### src/rtl/sysid_ctrl_pkg.sv
// rtl/sysid_ctrl_pkg.sv - shared types and constants for the system-ID access controller
package sysid_ctrl_pkg;

  typedef enum logic [1:0] {
    BOOT_ID = 2'd0,
    BOOT_TS = 2'd1,
    IDLE    = 2'd2
  } state_t;

  localparam logic ADDR_ID = 1'b0;
  localparam logic ADDR_TS = 1'b1;

endpackage

### src/rtl/sysid_rr_arb2.sv
// rtl/sysid_rr_arb2.sv - two-way round-robin arbiter with registered last-grant
module sysid_rr_arb2 (
  input  logic       clock,
  input  logic       reset_n,
  input  logic [1:0] req,
  input  logic       accept,
  input  logic       enable,
  output logic [1:0] grant
);

  // last_grant is the index of the master served most recently; starts at 1 so m0 wins the first tie
  logic last_grant;

  always_comb begin
    grant = 2'b00;
    if (enable) begin
      case (req)
        2'b01:   grant = 2'b01;
        2'b10:   grant = 2'b10;
        2'b11:   grant = last_grant ? 2'b01 : 2'b10;
        default: grant = 2'b00;
      endcase
    end
  end

  always_ff @(posedge clock or negedge reset_n) begin
    if (!reset_n) begin
      last_grant <= 1'b1;
    end else if (accept && enable) begin
      last_grant <= grant[1];
    end
  end

endmodule

### src/rtl/sysid_access_ctrl.sv
// rtl/sysid_access_ctrl.sv - boot check and two-master read sharing of the system-ID slave
module sysid_access_ctrl
  import sysid_ctrl_pkg::*;
#(
  parameter int                DATA_W      = 32,
  parameter logic [DATA_W-1:0] EXPECTED_ID = '0
) (
  input  logic              clock,
  input  logic              reset_n,
  input  logic              m0_address,
  input  logic              m0_read,
  output logic              m0_waitrequest,
  output logic [DATA_W-1:0] m0_readdata,
  output logic              m0_readdatavalid,
  input  logic              m1_address,
  input  logic              m1_read,
  output logic              m1_waitrequest,
  output logic [DATA_W-1:0] m1_readdata,
  output logic              m1_readdatavalid,
  output logic              s_address,
  input  logic [DATA_W-1:0] s_readdata,
  output logic              boot_done,
  output logic              id_ok,
  output logic [DATA_W-1:0] timestamp
);

  state_t     state;
  logic [1:0] grant;
  logic       arb_enable;
  logic       accept0;
  logic       accept1;

  assign arb_enable = (state == IDLE);

  sysid_rr_arb2 u_arb (
    .clock   (clock),
    .reset_n (reset_n),
    .req     ({m1_read, m0_read}),
    .accept  (accept0 | accept1),
    .enable  (arb_enable),
    .grant   (grant)
  );

  // Slave readdata is combinational, so acceptance and sampling happen on the same edge
  assign accept0 = m0_read && grant[0];
  assign accept1 = m1_read && grant[1];

  assign m0_waitrequest = !grant[0];
  assign m1_waitrequest = !grant[1];

  always_comb begin
    s_address = ADDR_ID;
    case (state)
      BOOT_ID: s_address = ADDR_ID;
      BOOT_TS: s_address = ADDR_TS;
      IDLE: begin
        if (grant[0]) begin
          s_address = m0_address;
        end else if (grant[1]) begin
          s_address = m1_address;
        end
      end
      default: s_address = ADDR_ID;
    endcase
  end

  always_ff @(posedge clock or negedge reset_n) begin
    if (!reset_n) begin
      state     <= BOOT_ID;
      id_ok     <= 1'b0;
      timestamp <= '0;
      boot_done <= 1'b0;
    end else begin
      case (state)
        BOOT_ID: begin
          id_ok <= (s_readdata == EXPECTED_ID);
          state <= BOOT_TS;
        end
        BOOT_TS: begin
          timestamp <= s_readdata;
          boot_done <= 1'b1;
          state     <= IDLE;
        end
        IDLE:    state <= IDLE;
        default: state <= BOOT_ID;
      endcase
    end
  end

  always_ff @(posedge clock or negedge reset_n) begin
    if (!reset_n) begin
      m0_readdata      <= '0;
      m0_readdatavalid <= 1'b0;
      m1_readdata      <= '0;
      m1_readdatavalid <= 1'b0;
    end else begin
      m0_readdatavalid <= accept0;
      m1_readdatavalid <= accept1;
      if (accept0) begin
        m0_readdata <= s_readdata;
      end
      if (accept1) begin
        m1_readdata <= s_readdata;
      end
    end
  end

endmodule

### config.mk
export PLATFORM = sky130hd
export DESIGN_NAME = sysid_access_ctrl
export DESIGN_NICKNAME = d
export VERILOG_FILES = /design/src/rtl/sysid_ctrl_pkg.sv /design/src/rtl/sysid_rr_arb2.sv /design/src/rtl/sysid_access_ctrl.sv
export SDC_FILE = /design/constraint.sdc
export NUM_CORES = 1
export LEC_CHECK = 0
export CAP_MARGIN = 0
export CORE_MARGIN = 2
export CORE_UTILIZATION = 35
export DETAILED_ROUTE_END_ITERATION = 16
export GPL_ROUTABILITY_DRIVEN = 0
export MAX_ROUTING_LAYER = met4
export PLACE_DENSITY_LB_ADDON = 0.2
export SLEW_MARGIN = 10
export SYNTH_ARGS = -nofsm -noshare
export SYNTH_HDL_FRONTEND = slang
export SYNTH_SLANG_ARGS = --single-unit
### constraint.sdc
create_clock -name clock -period 3.4 [get_ports clock]
set_input_delay 0.68 -clock clock [delete_from_list [all_inputs] [get_ports clock]]
set_output_delay 0.68 -clock clock [all_outputs]
set_load 0.02 [all_outputs]
== Yosys cells after proc, flatten, opt, wreduce, memory -nomap -nowiden ==
Cells that the tools add are included.

* Output and inout bits: 103
* Logic and storage cells: 30
* Input port bits: 38
* Flip-flop bits (word level): 103

* Reductions and logical operators: 8
* Equal/unequal tests: 5
* Bitwise gates (word level): 1
* Muxes and demuxes: 7

{| class="wikitable"
|+ Operators with widths
! operator !! count
|-
| zero test 32 bit || 1
|-
| equality test 2 bit (second input constant) || 3
|-
| one-hot mux 2 bit (3 select lines) || 1
|-
| equality test 2 x 1 -> 1 bit (second input constant) || 2
|-
| 2-to-1 mux 2 bit || 2
|-
| one-hot mux 2 bit (2 select lines) || 1
|-
| logical AND 1 bit || 3
|-
| zero test 1 bit || 2
|-
| zero test 2 bit || 1
|-
| 2-to-1 mux 1 bit || 2
|-
| one-hot mux 1 bit (2 select lines) || 1
|-
| OR reduction 2 bit || 1
|-
| bitwise OR 1 bit || 1
|}

== Longest topological paths before layout ==
Gate-level depths: netlist of run 1.

* Depth in word-level cells: 6
* Gate-level depth with buffers: 6
* Gate-level depth less buffers: 5

== Hierarchy ==
A second synthesis of run 1 with hierarchy kept.

* Cells, all modules: 247
* Area total of the unflattened synthesis: 4113.9 µm²

{| class="wikitable"
|+ By module, submodules not included
! module !! area an instance (µm²) !! cells an instance !! times used
|-
| sysid_access_ctrl || 4043.9 || 239 || 1
|-
| sysid_rr_arb2 || 70.1 || 8 || 1
|}

== Least setup slack after synthesis of run 1 ==
No wires, ideal clock.

* Path type: reg2out
* Start: reg state[1]
* End: out s_address
* Path slack: 1107 ps
* Stages on the path, launching flop included: 7
* Arrival time: 1613 ps
* Data required time: 2720 ps
* Cell sequence: dfrtp_1 inv_1 ha_1 clkbuf_1 buf_2 a41oi_1 a21boi_0

* Word-level cells in the longest chain between the ends: 5

{| class="wikitable"
|+ RTL lines
! item !! RTL line !! source
|-
| start: declaration || sysid_access_ctrl.sv:27 || <nowiki>state_t state;</nowiki>
|-
| start signal: assignment || sysid_access_ctrl.sv:69 || <nowiki>state <= BOOT_ID;</nowiki>
|-
| start signal: assignment || sysid_access_ctrl.sv:77 || <nowiki>state <= BOOT_TS;</nowiki>
|-
| start signal: assignment || sysid_access_ctrl.sv:82 || <nowiki>state <= IDLE;</nowiki>
|-
| equality test 2 bit || sysid_access_ctrl.sv:33, sysid_access_ctrl.sv:53 ||
|-
| 2-to-1 mux 2 bit || sysid_rr_arb2.sv:16 || <nowiki>if (enable) begin</nowiki>
|-
| 2-to-1 mux 1 bit || sysid_access_ctrl.sv:59 || <nowiki>end else if (grant[1]) begin</nowiki>
|-
| 2-to-1 mux 1 bit || sysid_access_ctrl.sv:57 || <nowiki>if (grant[0]) begin</nowiki>
|-
| one-hot mux 1 bit (2 select lines) * || sysid_access_ctrl.sv:53 || <nowiki>case (state)</nowiki>
|-
| end: declaration || sysid_access_ctrl.sv:20 || <nowiki>output logic s_address,</nowiki>
|}

Mark *: on every way between the ends. The rest lies on a longest branch, timed or not.

== Worst setup path after layout of run 1 ==
* Start: in m1_read
* End: out m0_waitrequest

* Word-level cells in the longest chain between the ends: 4

{| class="wikitable"
|+ RTL lines
! item !! RTL line !! source
|-
| start: declaration || sysid_access_ctrl.sv:16 || <nowiki>input logic m1_read,</nowiki>
|-
| equality test 2 bit / equality test 2 x 1 -> 1 bit (equally long branches) || sysid_rr_arb2.sv:17 || <nowiki>case (req)</nowiki>
|-
| one-hot mux 2 bit (3 select lines) * || sysid_rr_arb2.sv:17 ||
|-
| 2-to-1 mux 2 bit * || sysid_rr_arb2.sv:16 ||
|-
| zero test 1 bit * || sysid_access_ctrl.sv:48 || <nowiki>assign m0_waitrequest = !grant[0];</nowiki>
|-
| end: declaration || sysid_access_ctrl.sv:12 || <nowiki>output logic m0_waitrequest,</nowiki>
|}

Marks and branches as above.

==> results.ini, run 1 <==
[cts]
root_buffer=clkbuf_16
htree_levels=3
cts_resized=0
cts_buffers=9
cts.clk_slew.worst_paths_ns=0.06
clockBufferDepth=2
clock_sinks=103
clkLatencyLatePin_ns=0.33
cts_setup_buffers=0
ctsHoldBuffers=0
cts_tree=done

[floorplan]
rows=39
ios=141
die_y_um=112
initial_core_util=0.358
coreArea_um2=11400
die-area_um2=12500
die_w_um=112

[cells_and_area]
finalInstanceArea_um2=5850
num-fill-cells=1017
areaGrowthSynthToFinish_pct=43.2
final_util=0.512
fin_nets=427
final_cell_count_no_fill=531
n_antenna_cell=0
drive_gt1_frac=0.302

[power]
powerDensity_nw_per_um2=542
vdd_drop_max_uv=249
total_power_mw=3.17
p_leak_nw=2.46

[setup_path]
cp_slowest_cell=clkdlybuf4s50_1
critical_path_arrival_ns=2.25
critPathMaxStageDelay_ns=0.64
cpMostUsedCell=clkdlybuf4s50_1
start_kind=input pin
path_buf_inv=3
crit_family=buffers and inverters
path_cells=clkdlybuf4s50_1 -> nand2b_1 -> and3_2 -> inv_1 -> clkdlybuf4s50_1
worst_setup_path_end_kind=output port
critPathRequiredTime_ns=2.72
cp_max_fo=4
critPathKind=in2out

[grt]
grt_usage=0.160
grt_pass1_wl_um=15300
antenna_found_initial=0
grtUsageMet3=0.0475
use_met1=0.211
grt_max_degree=58
overflow=0
grt_busiest_layer=met2
grt_util_met2=0.235
grt_pass1_vias=2803

[run_status]
run_status=finished clean

[routing]
viasPerCell=4.83
vias=2566
wl_um=9510
drc=0
wl_per_cell_um=17.9
initialDrtViolationCount=100
first_pass_iters=4
ant_nets=0

[sta]
hold_viol=0
fin_skew_ns=0.00471
fin_crit_sh=0.861
grt_setup_unrepaired=no
min_period_ns=2.93
drv_slew=0
max_slew.worst_pin.slew_ns=0.639
whs_ns=0.354
setup_viol=0
timing.final.ws_setup_ns=0.473
max-slew-margin-rel=0.574
max_freq_ghz=0.342
final.setup.tns_ns=0

[placement]
dp_slack_ns=0.467
dp_hpwl_um=6520
dp_cells=517
port_buffers=140
dpl-instance-area_um2=5600

[synth]
synth_fp_nets=283
synthMuxAreaShare=0.290
synth_area_leaders=dfrtp_1 (63%), mux2_2 (19%), mux2_4 (10%)
synth_cell_types=25
post_synth_fa_ha_maj_area_fraction=0.0123
yosysTopAreaCell=dfrtp_1
syn_area_per_cell_um2=16.9
synth-seq-area-share=0.631
synth.top_cell.area_share=0.625
synth_warnings=0
ys_ff_latch=103
synth_xor_xnor_area_share=0
syn_area_um2=4080
synth_simple_gate_area_frac=0.0279
synth_top_family_by_area=multiplexers
synth_compound_area_frac=0.00858
postSynthCellCount=241

[hold_path]
hp-class=in2async

[run]
drv_cap=0

power breakdown:
part | total (mW) | switching, mW | internal (mW)
Clock | 0.891 | 0.405 | 0.487
Sequential | 1.45 | 0.0785 | 1.37
Combinational | 0.824 | 0.379 | 0.446
per-layer routing:
metal  up-vias  part of all wire
met1      1315              0.46
met5         -                 0
met4         0             0.019
met3        15             0.070
li1       1146                 -
met2        90              0.45
sequential cells by signal, indices dropped and copies added (netlist names):
register          count
m0_readdatavalid      1
state                 2
boot_done             1
m0_readdata          32
id_ok                 1
timestamp            32
m1_readdatavalid      1
u_arb.last_grant      1
m1_readdata          32
path summary, 6_finish.rpt:
check,start,end,slack (ns),depth (start not counted)
max,m1_read,m0_waitrequest,0.47,5
min,reset_n,timestamp[24],0.35,1
max reg2reg,state[0],m0_readdata[31],1.31,5
min reg2reg,boot_done,boot_done,0.47,1
max in group asynchronous,reset_n,u_arb.last_grant,2.28,2
min in group clock,boot_done,boot_done,0.47,1
final cells by class:
class,instances,area (um^2),share of cell area
inverter,4,15.0,0.00257
sequential,103,2580,0.441
multi-input combinational,123,1390,0.237
clock buffer,12,236,0.0404
tap,143,179,0.0306
clock inverter,2,10.0,0.00171
timing repair buffer,144,1440,0.246
Yosys cell counts, drive strengths merged:
cell	count
dfstp	1
and3	1
buf	10
nand2b	2
a41oi	1
o31ai	1
ha	4
a31oi	1
nand4	3
a21oi	1
nand2	1
or2	1
nor4b	1
mux2	96
nand3	1
nor4	6
nor2	1
inv	4
or3	1
dfrtp	102
a21boi	1
clkbuf	1
worst register-to-register path: cells and delay by family (launching register included):
kind                       cells  cell delay (ns)
muxes                          1             0.45
adders and majority gates      1             0.29
buffers and inverters          2             0.62
and+or+nand+nor                1             0.24
DFF                            1             0.38
kinds of logic after synthesis:
kind of cell               Yosys count
DFF                                103
muxes                               96
and+or+nand+nor                     18
buffers and inverters               15
AOI/OAI and AO/OA                    5
adders and majority gates            4
cell usage in the layout, fill, tap and decap left out, drive strengths merged:
master / count
nand2: 1
ha: 4
nor4: 6
inv: 4
nand3: 1
or2: 1
nand2b: 2
nor4b: 1
a21boi: 1
dfstp: 1
and3: 1
o31ai: 1
nand4: 3
clkbuf: 12
buf: 5
a21oi: 1
dfrtp: 102
mux2: 96
a31oi: 1
nor2: 1
clkdlybuf4s50: 139
or3: 1
a41oi: 1
clkinv: 2
Power figures use the tool's default switching activity.
==> run 2: changes to the inputs <==
--- a/config.mk
+++ b/config.mk
@@ -6,7 +6,7 @@
 export NUM_CORES = 1
 export LEC_CHECK = 0
 export CAP_MARGIN = 0
-export CORE_MARGIN = 2
+export CORE_MARGIN = 4
 export CORE_UTILIZATION = 35
 export DETAILED_ROUTE_END_ITERATION = 16
 export GPL_ROUTABILITY_DRIVEN = 0
==> constraint.sdc (replaced) <==
create_clock -name clock -period 3.05 [get_ports clock]
set_input_delay 0.61 -clock clock [delete_from_list [all_inputs] [get_ports clock]]
set_output_delay 0.61 -clock clock [all_outputs]
set_load 0.02 [all_outputs]
==> results.ini, run 2 (synthesis gave the netlist of run 1 again) <==
[sta]
fin_skew_ns=0.00976  ; was 0.00471 ns
grt_setup_unrepaired=no  ; unchanged
setup_viol=0  ; unchanged
max_slew.worst_pin.slew_ns=0.653  ; was 0.639 ns
final.setup.tns_ns=0  ; unchanged
fin_crit_sh=0.922
max-slew-margin-rel=0.565  ; was 0.574
hold_viol=0  ; unchanged
drv_slew=0  ; unchanged
min_period_ns=2.81
max_freq_ghz=0.356

[setup_path]
path_buf_inv=2  ; was 3
critPathMaxStageDelay_ns=0.66  ; was 0.64 ns
r2r_setup_slack_ns=1.03  ; was 1.31 ns
worst_setup_path_end_kind=output port  ; unchanged
critical_path_arrival_ns=2.20  ; was 2.25 ns
critPathRequiredTime_ns=2.44  ; was 2.72 ns
worst_r2r_endpoint=m0_readdata[0]  ; was m0_readdata[31]
r2r_start=state[0]  ; unchanged
crit_end=s_address  ; was m0_waitrequest
cp_max_fo=4  ; unchanged
r2r_cells=5  ; unchanged
path_cells=clkdlybuf4s50_1 -> nand2b_1 -> a41oi_1 -> a21boi_0 -> clkdlybuf4s50_1  ; was clkdlybuf4s50_1 -> nand2b_1 -> and3_2 -> inv_1 -> clkdlybuf4s50_1
crit_start=m1_read  ; unchanged
cp_slowest_cell=clkdlybuf4s50_1  ; unchanged
crit_family=buffers and inverters  ; unchanged
critical_path_depth=5  ; unchanged
cpMostUsedCell=clkdlybuf4s50_1  ; unchanged
critPathKind=in2out  ; unchanged
start_kind=input pin  ; unchanged

[cts]
htree_levels=3  ; unchanged
cts_tree=done  ; unchanged
cts_resized=0  ; unchanged
cts_setup_buffers=0  ; unchanged
clkLatencyLatePin_ns=0.34  ; was 0.33 ns
root_buffer=clkbuf_16  ; unchanged
clock_sinks=103  ; unchanged
cts_buffers=9  ; unchanged
clockBufferDepth=2  ; unchanged
ctsHoldBuffers=0  ; unchanged
cts.clk_slew.worst_paths_ns=0.07  ; was 0.06 ns

[cells_and_area]
largestRegisters=m0_readdata x32, m1_readdata x32, timestamp x32  ; unchanged
mostFrequentLayoutCells=clkdlybuf4s50_1 (139), dfrtp_1 (102), mux2_2 (68)  ; unchanged
drive_gt1_frac=0.308  ; was 0.302
num-fill-cells=1013  ; was 1017
final_common_cell=clkdlybuf4s50_1  ; unchanged
fin_nets=427  ; unchanged
n_antenna_cell=0  ; unchanged
areaGrowthSynthToFinish_pct=44.5  ; was 43.2%

[floorplan]
coreArea_um2=11400  ; unchanged
die_w_um=116  ; was 112 um
initial_core_util=0.358  ; unchanged
die-area_um2=13500  ; was 12500 um^2
ios=141  ; unchanged
rows=39  ; unchanged
die_y_um=116  ; was 112 um

[power]
powerDensity_nw_per_um2=625  ; was 542 nW/um^2
vdd_drop_max_uv=311  ; was 249 uV
total_power_mw=3.69  ; was 3.17 mW
p_leak_nw=2.48  ; was 2.46 nW

[run_status]
run_status=finished clean  ; unchanged

[grt]
grt_usage=0.153  ; was 0.160
grt_pass1_wl_um=15200  ; was 15300 um
antenna_found_initial=0  ; unchanged
overflow=0  ; unchanged
grt_max_degree=54  ; was 58
grt_pass1_vias=2708  ; was 2803

[routing]
wl_um=9650  ; was 9510 um
viasPerCell=4.80  ; was 4.83
ant_nets=0  ; unchanged
drc=0  ; unchanged
vias=2551  ; was 2566
wl_per_cell_um=18.1  ; was 17.9 um
first_pass_iters=3  ; was 4
initialDrtViolationCount=94  ; was 100

[placement]
dp_hpwl_um=6690  ; was 6520 um
port_buffers=140  ; unchanged

[run]
drv_cap=0  ; unchanged

[hold_path]
hp-class=in2async  ; unchanged

[run 2: cell types whose count changed in the layout (fill, tap and decap cells not counted), sizes merged]
| cell | before | now |
|---|---|---|
| bufinv | 0 | 1 |
| clkinv | 2 | 1 |
| inv | 4 | 5 |
| clkbuf | 12 | 11 |
| clkinvlp | 0 | 1 |
[run 2: where the power goes]
part / leakage, nW / internal (mW) / switching, mW
clock network: 0.142 / 0.659 / 0.493
registers: 1.20 / 1.53 / 0.0892
logic: 1.14 / 0.497 / 0.420
[run 2: metrics by stage]
stage          setup slack, ns  hold slack (ns)  cells  instance area [um^2]  utilization
2_1_floorplan            0.827            0.314    241                  4080            -
3_3_place_gp             0.276            0.451    517                  5600        0.491
3_5_place_dp             0.239            0.452    517                  5600        0.491
4_1_cts                  0.217            0.315    532                  5900        0.517
5_1_grt                 0.0802            0.344    532                  5900        0.517
6_report                 0.238            0.292    532                  5900        0.517
[run 2: worst min path at each step]
stage          slack, ns      start  cells past startpoint              end
4_1_cts             0.32    reset_n                      1  m0_readdata[24]
3_3_place_gp        0.45  boot_done                      1        boot_done
5_1_grt             0.34    reset_n                      1  m0_readdata[24]
2_1_floorplan       0.31    reset_n                      0        boot_done
6_report            0.29    reset_n                      1  m0_readdata[24]
3_5_place_dp        0.45  boot_done                      1        boot_done
[run 2: cell type report]
cell class	instances	area (um^2)	area share
multi-input cells	123	1390	0.235
repair buffers	144	1440	0.244
flip-flops and latches	103	2580	0.437
well taps	143	179	0.0303
clock inverters	4	55.1	0.00933
inverters	4	15.0	0.00254
clock buffers	11	243	0.0411
[run 2: layer usage]
metal | wire [um] | global-route usage | up-vias | part of all wire
li1 | - | - | 1150 | -
met1 | 4350 | 0.204 | 1301 | 0.45
met2 | 4400 | 0.221 | 92 | 0.46
met3 | 810 | 0.0569 | 8 | 0.084
met4 | 97 | 0.0394 | 0 | 0.010
met5 | 0 | - | - | 0
